File: config.mk
export PLATFORM = sky130hd
export DESIGN_NAME = shr_unit
export DESIGN_NICKNAME = d
export VERILOG_FILES = /design/src/rtl/shr_unit.sv
export SDC_FILE = /design/constraint.sdc
export NUM_CORES = 1
export LEC_CHECK = 0
export CAP_MARGIN = 10
export CORE_MARGIN = 4
export CORE_UTILIZATION = 40
export CTS_BUF_LIST = sky130_fd_sc_hd__clkbuf_8
export DETAILED_ROUTE_END_ITERATION = 6
export MAX_ROUTING_LAYER = met4
export PLACE_DENSITY = 0.72
export SYNTH_ARGS = -nofsm -noshare
export SYNTH_HDL_FRONTEND = slang
export SYNTH_SLANG_ARGS = --single-unit
File: constraint.sdc
create_clock -name clk -period 1.3 [get_ports clk]
set_input_delay 0.325 -clock clk [delete_from_list [all_inputs] [get_ports clk]]
set_output_delay 0.325 -clock clk [all_outputs]
set_load 0.01 [all_outputs]
File: src/rtl/shr_unit.sv
// shr_unit: sequential right-shift register with start/busy/done handshake.
// Loads a word and a carry-in, then shifts right one bit per clock, amt times.
// Build option: define SHR_ROTATE_EN for rotate mode (fill = f[0], cin ignored);
// without it the register shifts logically (cin first, zeros afterwards).
module shr_unit #(
  parameter int WIDTH = 8,
  parameter int CNT_W = 3
) (
  input  logic             clk,
  input  logic             rst_n,
  input  logic             start,
  input  logic [WIDTH-1:0] d,
  input  logic             cin,
  input  logic [CNT_W-1:0] amt,
  output logic [WIDTH-1:0] f,
  output logic             cout,
  output logic             busy,
  output logic             done
);

  typedef enum logic [1:0] {
    IDLE  = 2'd0,
    SHIFT = 2'd1,
    DONE  = 2'd2
  } state_t;

  state_t           r_state;
  state_t           w_next;
  logic             w_accept;
  logic             w_fill;
  logic [WIDTH-1:0] r_f;
  logic             r_cout;
  logic [CNT_W-1:0] r_count;
  logic             r_done;

`ifdef SHR_ROTATE_EN
  // Rotate mode: the bit leaving the LSB re-enters at the MSB on every shift
  always_comb begin
    w_fill = r_f[0];
  end
`else
  logic r_first;
  logic r_cin;

  // Logical mode: the latched carry-in enters on the first shift, zeros after
  always_comb begin
    w_fill = 1'b0;
    if (r_first) begin
      w_fill = r_cin;
    end
  end

  // Latch cin at accept and track whether the next shift is the first one
  always_ff @(posedge clk or negedge rst_n) begin
    if (!rst_n) begin
      r_first <= 1'b0;
      r_cin   <= 1'b0;
    end else if (w_accept) begin
      r_first <= 1'b1;
      r_cin   <= cin;
    end else if (r_state == SHIFT) begin
      r_first <= 1'b0;
    end
  end
`endif

  // Next-state decode; start is only honoured in IDLE or DONE
  always_comb begin
    w_next   = r_state;
    w_accept = 1'b0;
    case (r_state)
      IDLE, DONE: begin
        if (start) begin
          w_accept = 1'b1;
          if (amt != '0) begin
            w_next = SHIFT;
          end else begin
            w_next = DONE;
          end
        end else if (r_state == DONE) begin
          w_next = IDLE;
        end
      end
      SHIFT: begin
        if (r_count == CNT_W'(1)) begin
          w_next = DONE;
        end
      end
      default: begin
        w_next = IDLE;
      end
    endcase
  end

  // State register plus the registered done pulse (high exactly while in DONE)
  always_ff @(posedge clk or negedge rst_n) begin
    if (!rst_n) begin
      r_state <= IDLE;
      r_done  <= 1'b0;
    end else begin
      r_state <= w_next;
      r_done  <= (w_next == DONE);
    end
  end

  // Datapath: load on accept, shift right through cout while in SHIFT, hold otherwise
  always_ff @(posedge clk or negedge rst_n) begin
    if (!rst_n) begin
      r_f     <= '0;
      r_cout  <= 1'b0;
      r_count <= '0;
    end else if (w_accept) begin
      r_f     <= d;
      r_cout  <= 1'b0;
      r_count <= amt;
    end else if (r_state == SHIFT) begin
      r_f     <= {w_fill, r_f[WIDTH-1:1]};
      r_cout  <= r_f[0];
      r_count <= r_count - CNT_W'(1);
    end
  end

  assign f    = r_f;
  assign cout = r_cout;
  assign busy = (r_state == SHIFT);
  assign done = r_done;

endmodule
## Word-level counts from Yosys, hierarchy flattened

Index checks and enable logic that the tools add are counted.

- Input bits: 15
- Memory bits (read-only): 0
- Latch bits: 0
- Bits in registers: 17
- Memories kept: 0
- Output and inout port bits: 11
- Bits in writable memories: 0

- $lt $le $gt $ge: 0
- Reduce and logical (&&, ||, !) cells: 4
- Eq/ne operators: 4
- Add/subtract/negate cells: 1
- Bitwise gates (word level): 0
- $mul: 0
- Muxes and demuxes: 16
- Divide/modulo/power cells: 0
- Shifts and indexed selects: 0

Operators by type and width:

| kind | number |
|---|---|
| $mux W8 | 2 |
| $mux W2 | 4 |
| $mux W1 | 7 |
| $mux W3 | 2 |
| $eq A2 B2 Y1 const B | 2 |
| $pmux W2 S2 | 1 |
| $eq A3 B1 Y1 const B | 1 |
| $reduce_bool A3 Y1 | 1 |
| $sub A3 B1 Y3 const B | 1 |
| $eq A2 B1 Y1 const B | 1 |
| $logic_not A2 Y1 | 1 |
| $reduce_bool A2 Y1 | 1 |
| $reduce_or A2 Y1 | 1 |

## Depth between registers and ports, before layout

Gate-level depths: netlist (run 1).

- Depth after elaboration: 5
- Gate-level depth with buffers: 5

## Worst setup path before layout (run 1)

No wires, ideal clock.

- Path type: reg-to-reg
- Start: register r_state[0]
- End: register r_count[1]
- Cell stages (with the launch flop): 5
- Setup time: 0.126 ns
- Data arrival time: 0.951 ns
- Clock period less this slack: 1.077 ns
- Path slack: 0.223 ns
- Path through: dfrtp_1 -> nor2b_2 -> buf_6 -> nor2_2 -> a221o_1

- Word-level cells in the longest chain between the ends: 4

Ends and longest elaborated chain:

| what | RTL line | RTL |
|---|---|---|
| from (decl) | 27 | `state_t r_state;` |
| from (signal assigned) | 101 | `r_state <= w_next;` |
| $eq A2 B2 Y1 or $logic_not A2 Y1 (tied branches) | 71 | `case (r_state)` |
| $reduce_or A2 Y1 | 71 |  |
| $mux W1 | 71 |  |
| $mux W3 or $reduce_bool A2 Y1 (tied branches) | -- |  |
| to (signal assigned) | 115 | `r_count <= amt;` |
| to (signal assigned) | 119 | `r_count <= r_count - CNT_W'(1);` |
| to (decl) | 33 | `logic [CNT_W-1:0] r_count;` |

Several ways; a longest one is shown, not always the timed one.
A chain may end at the register's enable or synchronous reset.

## Worst setup path after layout (run 1)

- Start: register r_f[4], in the netlist f[4]
- End: output port f[4]

RTL lines:

| what | RTL line | RTL |
|---|---|---|
| from (decl) | 31 | `logic [WIDTH-1:0] r_f;` |
| from (signal assigned) | 117 | `r_f <= {w_fill, r_f[WIDTH-1:1]};` |
| to (decl) | 15 | `output logic [WIDTH-1:0] f,` |

No word-level cell between the ends.

==> metrics.md, run 1 <==
| Metric | Value |
|---|---|
| Initial core utilization | `0.4351` |
| Setup violations, final | `0` |
| Pin count of the biggest net entering global routing | `18` |
| Top cells by area, synth | `dfrtp_1 55%, a22oi_1 6.8%, nand2_1 5.3%` |
| Combinational share of power | `0.506` |
| Flop2flop setup slack | `about 80 ps` |
| VDD IR max | `0.001135 V` |
| H-tree depth | `1` |
| All-Layer GR Usage | `0.1482` |
| Switch Pwr | `1013 uW` |
| Clock transition at path regs | `~70 ps` |
| Gr ovfl total | `0` |
| Seq cells post-synth | `17` |
| Max Fclk | `between 700 and 800 MHz` |
| Synth area leader | `dfrtp_1` |
| Setup bufs post-CTS | `0` |
| Util after Layout | `0.6547` |
| Seq pwr share | `0.351` |
| Placed insts | `around 130` |
| RSZ-0062 raised after global routing | `false` |
| Clock share of power | `0.144` |
| Gpl congestion | `a little under 0.8` |
| WS Path Type | `flip-flop to output port` |
| Leakage | `~0.00057 uW` |
| Number of global-route vias before repair | `656` |
| CP max stage delay | `~400 ps` |
| Clk sink count | `17` |
| Seq/Total Area, Yosys | `0.5484` |
| TritonRoute pass-1 iters | `4` |
| Post-route ant nets | `0` |
| Top layer in use | `met4` |
| Drt total wl | `1707 um` |
| Number of fill cells in the layout | `around 150` |
| Post-synth top flop | `dfrtp_1` |
| Post-synth EDFFs | `0` |
| Syn Std Cell Area | `~780 um2` |
| WP data arrival | `940 ps` |
| R2r endpoint | `r_count[1]` |
| Switching share of power | `0.3733` |
| Rel. slew slack | `0.8304` |
| Met1 Wirelength | `just under 800 um` |
| Initial antenna violation count | `0` |
| Post-DP HPWL | `around 1300 um` |
| Reg2reg path depth | `5` |
| Slew Viols, Final | `0` |
| Tmin final | `roughly 1300 ps` |
| Tightest Pin Transition | `between 200 and 300 ps` |
| Sequential standard cell area | `425.4 um2` |
| Num CTS Buffers | `3` |
| Setup crit start kind | `flip-flop` |
| Layout area overhead | `50.48%` |
| Nets@finish | `~130` |
| Synth Instances | `73` |
| Syn_nets | `90` |
| Mean post-synth cell area | `around 11 um2` |
| Initial DRC Count | `9` |
| Ports | `26` |
| PortBufs | `25` |
| Hold Path Class | `primary input to asynchronous set/reset pin` |
| DR DRC count | `0` |
| Antenna cells | `0` |
| Routed WL per cell | `approximately 13 um` |
| Synth cell types | `23` |
| CP max FO | `3` |
| Share of the synthesized area in the top cell type | `0.5484` |
| Die Y | `~52 um` |
| Worst-case clock skew | `roughly 4.4 ps` |
| Root buffer cell | `clkbuf_8` |
| Clock Latency Late Sink | `between 200 and 300 ps` |
| Non-Filler Instances | `~130` |
| Crit-path cells | `dlygate4sd2_1` |
| Slowest cell on the critical path | `dfrtp_1` |
| CTS tree | `done` |
| Start of the worst register-to-register path | `r_state[1]` |
| Multi-input logic area | `between 300 and 400 um2` |
| Top Family by Delay on Critical Path | `flip-flops` |
| Async SR Flop Fraction | `1.000` |
| Power per cell area | `around 2300 nW/um2` |
| Vias per inst | `5.150` |
| Met3 wire length | `about 81 um` |
| Final hold vios | `0` |
| First-pass GRT wire length | `~2900 um` |
| Worst Path Buf+Inv | `1` |
| Tcrit/Tclk final | `0.9768` |
| Core ar. | `between 1500 and 2000 um2` |
| FP Rows | `15` |
| # Max-Cap Violations | `0` |
| Worst EP required | `~1000 ps` |
| Outcome | `complete, no violations` |
| DR WL met2 | `~850 um` |
| Clk buf depth | `2` |
| Share of layout cells above drive strength 1 | `0.1852` |
| Minimum hold slack | `approximately 400 ps` |
| Vias post-DR | `~700` |
| Die width | `~52 um` |
| Die ar. | `between 2000 and 3000 um2` |
| CP endpoint kind | `output port` |
| Cell Int Power | `1701 uW` |
| Yosys Warn Count | `0` |
-- synth_stat cells, types with 2 or more instances --
cell,n
buf_6,2
a22oi_1,7
ha_1,2
inv_1,2
dfrtp_1,17
nand3_1,8
a221o_1,3
buf_2,2
nor2_1,4
a22o_1,3
nand2_1,11
-- per-stage QoR --
step	TNS [ps]	instance area (um2)	total power (uW)	worst slack, ps
after floorplan	0	775.7	1728	222.8
after global placement	-2086	1112	2338	-227.1
after detailed placement	-2239	1112	2362	-254.3
after CTS	0	1146	2655	11.14
after global routing	0	1167	2930	6.882
final	0	1167	2714	30.11
-- final cells by class --
type | instances | area share
multi-input combinational | 48 | 0.2647
clock buffer | 3 | 0.03537
sequential | 17 | 0.3644
tap | 25 | 0.02680
clock inverter | 1 | 0.004287
timing repair buffer | 36 | 0.2926
inverter | 3 | 0.01179
-- what timing repair did --
item                       CTS  global route
hold buffers                 0             0
setup endpoints to repair   14             7
gates resized for setup     15             7
-- metal layers --
layer  vias up  global-route usage
met5         -                   -
met3         2             0.03438
met1       331              0.2036
li1        328                   -
met2        24              0.2134
met4         0             0.05240
-- power by group through the flow --
stage	clock network [uW]	registers (uW)	logic (uW)
2_1_floorplan	0	998	729
3_3_place_gp	0	946	1390
3_5_place_dp	0	952	1410
4_1_cts	399	950	1310
5_1_grt	410	985	1530
6_report	390	951	1370
-- cells by family after synthesis --
family          count (synthesis)  synth area share
flops                          17            0.5484
compound gates                 15            0.1581
buf+inv                         8           0.06613
fa+ha+maj                       2           0.03225
simple gates                   31            0.1952
-- worst max-delay path by stage --
stage	startpoint	endpoint	slack [ps]	cells after the start
floorplan	r_state[0]	r_count[1]	220	4
global placement	start	f[7]	-230	4
detailed placement	start	r_count[1]	-250	4
CTS	start	r_count[1]	10	4
global route	f[0]	f[0]	7	1
finish	f[4]	f[4]	30	1
-- flip-flops by register name, summed over array words and instances (netlist names) --
name     count
done         1
r_cin        1
r_state      2
f            8
r_first      1
r_count      3
cout         1
-- placed cells by master (no fill, tap or decap), drive strengths merged, types with 2 or more instances in the layout --
cell,count
a221o,3
a22o,3
a22oi,7
buf,12
clkbuf,3
clkdlybuf4s15,3
clkdlybuf4s50,14
dfrtp,17
dlygate4sd2,7
ha,2
inv,3
nand2,11
nand2b,2
nand3,8
nor2,5
nor2b,2
Note: power is estimated with default switching activity, not from simulation.
==> inputs of run 2 (changes only) <==
Settings changed: ABC_AREA from default to 1, PLACE_DENSITY 0.72 to 0.7.
==> run 2 against run 1 <==
Largest cell class unchanged. Final cell count up 33%. Sequential power up 1%. Combinational power up 5%. Sequential cell count unchanged. Worst hold slack about the same. Sequential share of layout area down 1.8 points.
==> metrics.md, run 2 <==
| Metric | Value |
|---|---|
| CP max FO | `3 (unchanged)` |
| Vias per inst | `4.734 (-8.1%)` |
| CP endpoint kind | `output port` |
| Critical Path End | `f[5]` |
| Core ar. | `2022 um2 (+13%)` |
| Ports | `26 (unchanged)` |
| Power per cell area | `2265 nW/um2 (-2.6%)` |
| Antenna cells | `0 (unchanged)` |
| Top-count cell post-synth | `nand2_1` |
| Tcrit/Tclk final | `0.9787 (+0.001873)` |
| Crit path depth | `1 (unchanged)` |
| Final hold vios | `0 (unchanged)` |
| First-pass GRT wire length | `3450 um (+20%)` |
| WS Path Type | `flip-flop to output port` |
| Gpl congestion | `0.8230 (+3.9%)` |
| Pin count of the biggest net entering global routing | `18 (unchanged)` |
| Synth Instances | `117 (+60%)` |
| Initial core utilization | `0.4319 (-0.003157)` |
| Reg2reg path depth | `7 (+2)` |
| Clock transition at path regs | `60 ps (about the same)` |
| Share of layout cells above drive strength 1 | `0.1067 (-0.07852)` |
| Post-synth top flop | `dfrtp_1` |
| CP startpoint | `f[5]` |
| Rel. slew slack | `0.8550 (+0.02458)` |
| Max Fclk | `786.0 MHz (-0.19%)` |
| Mean post-synth cell area | `7.464 um2 (-30%)` |
| Post-DP HPWL | `1507 um (+19%)` |
| Post-route ant nets | `0 (unchanged)` |
| Worst Path Buf+Inv | `1 (unchanged)` |
| Synth cell types | `13 (-43%)` |
| Leakage | `0.0006818 uW (+20%)` |
| Hold Path Class | `primary input to asynchronous set/reset pin` |
| Worst EP required | `980 ps (about the same)` |
| Drt total wl | `1986 um (+16%)` |
| Post-synth EDFFs | `0 (unchanged)` |
| FP Rows | `16 (+1)` |
| WP data arrival | `950 ps (about the same)` |
| Slew Viols, Final | `0 (unchanged)` |
| Worst-case clock skew | `4.377 ps (-0.007410 ps)` |
| # Max-Cap Violations | `0 (unchanged)` |
| PortBufs | `25 (unchanged)` |
| Minimum hold slack | `401.6 ps (+0.3010 ps)` |
| Async SR Flop Fraction | `1.000 (unchanged)` |
| CTS tree | `done` |
| Clk sink count | `17 (unchanged)` |
| Setup violations, final | `0 (unchanged)` |
| Vias post-DR | `838 (+22%)` |
| Start of the worst register-to-register path | `r_state[0]` |
| Util after Layout | `0.6071 (-0.04768)` |
| DR DRC count | `0 (unchanged)` |
| Die width | `54.73 um (+5.2%)` |
| Non-Filler Instances | `177 (+33%)` |
| RSZ-0062 raised after global routing | `false` |
| Syn Std Cell Area | `873.3 um2 (+13%)` |
| Number of global-route vias before repair | `836 (+27%)` |
| Die ar. | `2995 um2 (+11%)` |
| All-Layer GR Usage | `0.1679 (+0.01974)` |
| Seq cells post-synth | `17 (unchanged)` |
| R2r endpoint | `f[6]` |
| Most frequent cells in the layout | `45 x nand2_1, 23 x nand3_1, 17 x inv_1, 17 x dfrtp_1, 14 x clkdlybuf4s50_1` |
| Seq/Total Area, Yosys | `0.4871 (-0.06128)` |
| Tmin final | `1272 ps (+2.435 ps)` |
| Synth area leader | `dfrtp_1` |
| Top Family by Delay on Critical Path | `flip-flops` |
| VDD IR max | `0.001126 V (-0.78%)` |
| Commonest cells in the netlist | `45 x nand2_1, 23 x nand3_1, 17 x dfrtp_1` |
| Final instance area | `1227 um2 (+5.1%)` |
| Flop2flop setup slack | `140 ps (+60 ps)` |
| Initial DRC Count | `13 (+4)` |
| Area after DPL | `1197 um2 (+7.6%)` |
| TritonRoute pass-1 iters | `4 (unchanged)` |
| Crit-path cells | `dlygate4sd2_1` |
| Syn_nets | `134 (+49%)` |
| Setup crit start kind | `flip-flop` |
| Gr ovfl total | `0 (unchanged)` |
| CP max stage delay | `400 ps (about the same)` |
| Root buffer cell | `clkbuf_8` |
| Commonest non-fill, non-tap cell in the layout | `nand2_1` |
| Clock Latency Late Sink | `250 ps (about the same)` |
| Outcome | `complete, no violations` |
| Placed insts | `173 (+34%)` |
| Share of the synthesized area in the top cell type | `0.4871 (-0.06128)` |
| Clk buf depth | `2 (unchanged)` |
| Top cells by area, synth | `dfrtp_1 49%, nand2_1 19%, nand3_1 13%` |
| Routed WL per cell | `11.22 um (-13%)` |
| Max reg flops | `8 (unchanged)` |
| Initial antenna violation count | `0 (unchanged)` |
| Tightest Pin Transition | `217.5 ps (-36.34 ps)` |
| H-tree depth | `1 (unchanged)` |
| Layout area overhead | `40.54%` |
| Num CTS Buffers | `3 (unchanged)` |
| Die Y | `54.73 um (+5.2%)` |
| Yosys Warn Count | `0 (unchanged)` |
| Nets@finish | `168 (+33%)` |
| Slowest cell on the critical path | `dfrtp_1` |
| Setup bufs post-CTS | `0 (unchanged)` |
run 2: changes by cell type in the layout (fill, tap and decap cells not counted), sizes merged, moves of 2 or more:
cell	before	now
a22o	3	0
inv	3	19
nor2	5	2
nand2b	2	0
a221o	3	0
nand2	11	46
nand3	8	23
nor2b	2	0
nand4	0	2
o21ai	0	2
buf	12	9
a22oi	7	0
run 2: metrics by stage:
stage	worst slack (ps)	power, uW	TNS, ps
after detailed placement	-69.46	2543	-451.7
final	27.67	2780	0
after global routing	0.5790	3094	0
after global placement	-45.49	2481	-447.0
after floorplan	261.0	1849	0
after CTS	15.61	2823	0
run 2: routing by layer:
metal,vias up,track usage,part of all wire
met4,0,0.08299,0.018
li1,428,-,-
met3,5,0.03815,0.050
met2,23,0.2657,0.45
met1,382,0.1990,0.48
met5,-,-,0
run 2: worst min path at each step:
stage | from | endpoint
after floorplan | rst_n | cout
after global placement | cout | cout
after detailed placement | cout | cout
after CTS | rst_n | f[0]
after global routing | rst_n | f[0]
final | rst_n | f[5]
run 2: logic make-up after synthesis:
kind of cell               Yosys count  synth area share
DFF                                 17            0.4871
and+or+nand+nor                     74            0.3725
buffers and inverters               22            0.1003
AOI/OAI and AO/OA                    2           0.01146
adders and majority gates            2           0.02865
run 2: power by group:
part / internal, uW / switching, uW
Combinational: 629 / 810
Sequential: 790 / 172
Clock: 209 / 170
Total: 1630 / 1150
run 2: what timing repair did:
action                     CTS  global route
gates resized for setup     14             2
hold buffers                 0             0
pin swaps                    0             0
setup endpoints to repair   11             2
run 2: area by class of cell:
type | count | area, um2
clock buffers | 3 | 41.29
fillers | 195 | 794.5
clock inverters | 1 | 3.754
well taps | 27 | 33.78
multi-input cells | 78 | 360.3
flip-flops and latches | 17 | 425.4
inverters | 18 | 67.56
repair buffers | 33 | 295.3
==> inputs of run 3 (changes only) <==
Settings changed: PLACE_DENSITY 0.7 to 0.72.
Clock period 1.3 ns to 1.1 ns, I/O delays scaled along.
==> run 3 against run 2 <==
The flow now finishes with violations (setup timing). First-iteration DRC count up 38%. Die area unchanged. Sequential cell count unchanged. Combinational power up 53%. Clock power up 21%. Sequential share of layout area down 2.7 points. Worst hold slack worse by 38 ps. Utilization up 5.1 points. Final cell count up 6.8%. Non-clock buffer count up 12. Critical path depth up 1. Via count up 6.2%. Critical path type unchanged.
==> metrics.md, run 3 (synthesis results as in run 2) <==
| Metric | Value |
|---|---|
| Outcome | `finished with violations` |
| Violated checks | `setup timing` |
| Number of fill cells in the layout | `190 (-2.6%)` |
| Gr ovfl total | `0 (unchanged)` |
| Number of global-route vias before repair | `830 (-0.72%)` |
| Die ar. | `2995 um2 (unchanged)` |
| Drt total wl | `2191 um (+10%)` |
| Tightest Pin Transition | `178.7 ps (-38.86 ps)` |
| Tcrit/Tclk final | `1.079` |
| Core ar. | `2022 um2 (unchanged)` |
| DR DRC count | `0 (unchanged)` |
| Initial DRC Count | `18 (+5)` |
| H-tree depth | `1 (unchanged)` |
| Die Y | `54.73 um (unchanged)` |
| Vias post-DR | `890 (+6.2%)` |
| RSZ-0062 raised after global routing | `true` |
| TNS Setup | `-86.48 ps (-86.48 ps)` |
| Layout area overhead | `52.44%` |
| Ports | `26 (unchanged)` |
| TritonRoute pass-1 iters | `4 (unchanged)` |
| Post-DP HPWL | `1521 um (+0.94%)` |
| Rel. slew slack | `0.8796 (+0.02464)` |
| VDD IR max | `0.001496 V (+33%)` |
| Clock transition at path regs | `70 ps (about the same)` |
| Max reg flops | `8 (unchanged)` |
| Most frequent cells in the layout | `44 x nand2_1, 23 x nand3_1, 17 x dfrtp_1, 17 x buf_4, 14 x clkdlybuf4s50_1` |
| All-Layer GR Usage | `0.1691 (+0.001170)` |
| Clk buf depth | `2 (unchanged)` |
| Antenna cells | `0 (unchanged)` |
| Tmin final | `around 1200 ps` |
| Initial core utilization | `0.4319 (unchanged)` |
| FP Rows | `16 (unchanged)` |
| CTS tree | `done` |
| WS Path Type | `flip-flop to output port` |
| Power per cell area | `2830 nW/um2 (+25%)` |
| Share of layout cells above drive strength 1 | `0.2716 (+0.1649)` |
| Worst EP required | `820 ps (-160 ps)` |
| Gpl congestion | `0.8063 (-2.0%)` |
| Initial antenna violation count | `0 (unchanged)` |
| Final hold vios | `0 (unchanged)` |
| CP max FO | `2 (-1)` |
| Pin count of the biggest net entering global routing | `18 (unchanged)` |
| Post-route ant nets | `0 (unchanged)` |
| Clock Latency Late Sink | `250 ps (about the same)` |
| Nets@finish | `180 (+7.1%)` |
| Setup crit start kind | `flip-flop` |
| PortBufs | `25 (unchanged)` |
| Leakage | `0.0007390 uW (+8.4%)` |
| Routed WL per cell | `11.59 um (+3.3%)` |
| Root buffer cell | `clkbuf_8` |
| First-pass GRT wire length | `3484 um (+0.99%)` |
| Vias per inst | `4.709 (-0.54%)` |
| # Max-Cap Violations | `0 (unchanged)` |
| Worst setup margin | `-86.48 ps (-114.2 ps)` |
| Setup violations, final | `1 (+1)` |
| Die width | `54.73 um (unchanged)` |
| Placed insts | `180 (+4.0%)` |
| Commonest non-fill, non-tap cell in the layout | `nand2_1` |
| Num CTS Buffers | `3 (unchanged)` |
| Hold Path Class | `primary input to asynchronous set/reset pin` |
| Slew Viols, Final | `0 (unchanged)` |
| CP endpoint kind | `output port` |
| Max Fclk | `around 840 MHz` |
| Cts hold-fix bufs | `0 (unchanged)` |
| Clk sink count | `17 (unchanged)` |
| Non-Filler Instances | `189 (+6.8%)` |
| WP data arrival | `910 ps (-40 ps)` |
| Worst-case clock skew | `5.109 ps (+0.7317 ps)` |
-- run 3: cell count changes in the layout (fill, tap and decap cells not counted), moves of 4 or more --
cell / delta
inv_1: -4
dlygate4sd2_1: -8
buf_2: +9
buf_4: +9
-- run 3: worst paths after layout --
check	to	slack (ps)	from	cells after the start
setup / recovery	busy	-90	r_state[1]	2
hold / removal	f[5]	360	rst_n	2
setup reg to reg	f[7]	20	r_state[0]	5
hold reg to reg	r_first	470	r_first	2
max in group asynchronous	r_cin	610	rst_n	2
min in group clk	r_first	470	r_first	2
-- run 3: area by class of cell --
cell class	instances	area (um2)	share of cell area
Clock inverter	1	5.005	0.003759
Clock buffer	3	41.29	0.03101
Inverter	18	70.07	0.05263
Multi-Input combinational cell	78	380.4	0.2857
Sequential cell	17	425.4	0.3195
Timing Repair Buffer	45	375.4	0.2820
Tap cell	27	33.78	0.02538
-- run 3: layer usage --
metal  wire [um]  global-route usage  up-vias  part of all wire
met1         962              0.2108      406              0.44
met3         129             0.03270        2             0.059
met4          14             0.07469        0            0.0064
li1            -                   -      453                 -
met2        1084              0.2638       29              0.49
met5           0                   -        -                 0
-- run 3: what timing repair did --
action / CTS / global route
endpoints found under the setup margin: 23 / 17
pin swaps: 1 / 2
cloned: 0 / 0
resized for setup: 46 / 9
buffers inserted: 2 / 3
-- run 3: where the power goes --
part           internal, uW  switching (uW)  total [uW]
Combinational          1060            1140        2200
Clock                   251             208         460
Sequential              931             175        1110
-- run 3: worst max-delay path, cell delays in order, from the launching register on --
cell and delay [ps]:
dfrtp_1 420, nor2_4 130, buf_6 110
-- run 3: through the flow --
| stage | area [um2] | hold WS (ps) | util | total power, uW | worst slack (ps) |
|---|---|---|---|---|---|
| after CTS | 1275 | 362.5 | 0.6306 | 3587 | -83.02 |
| after global placement | 1262 | 455.0 | 0.6244 | 3149 | -211.4 |
| after detailed placement | 1262 | 460.3 | 0.6244 | 3200 | -225.8 |
| final | 1331 | 364.0 | 0.6584 | 3768 | -86.48 |
| after global routing | 1331 | 374.2 | 0.6584 | 4121 | -118.7 |
| after floorplan | 873.3 | -20.59 | - | 2185 | 103.2 |
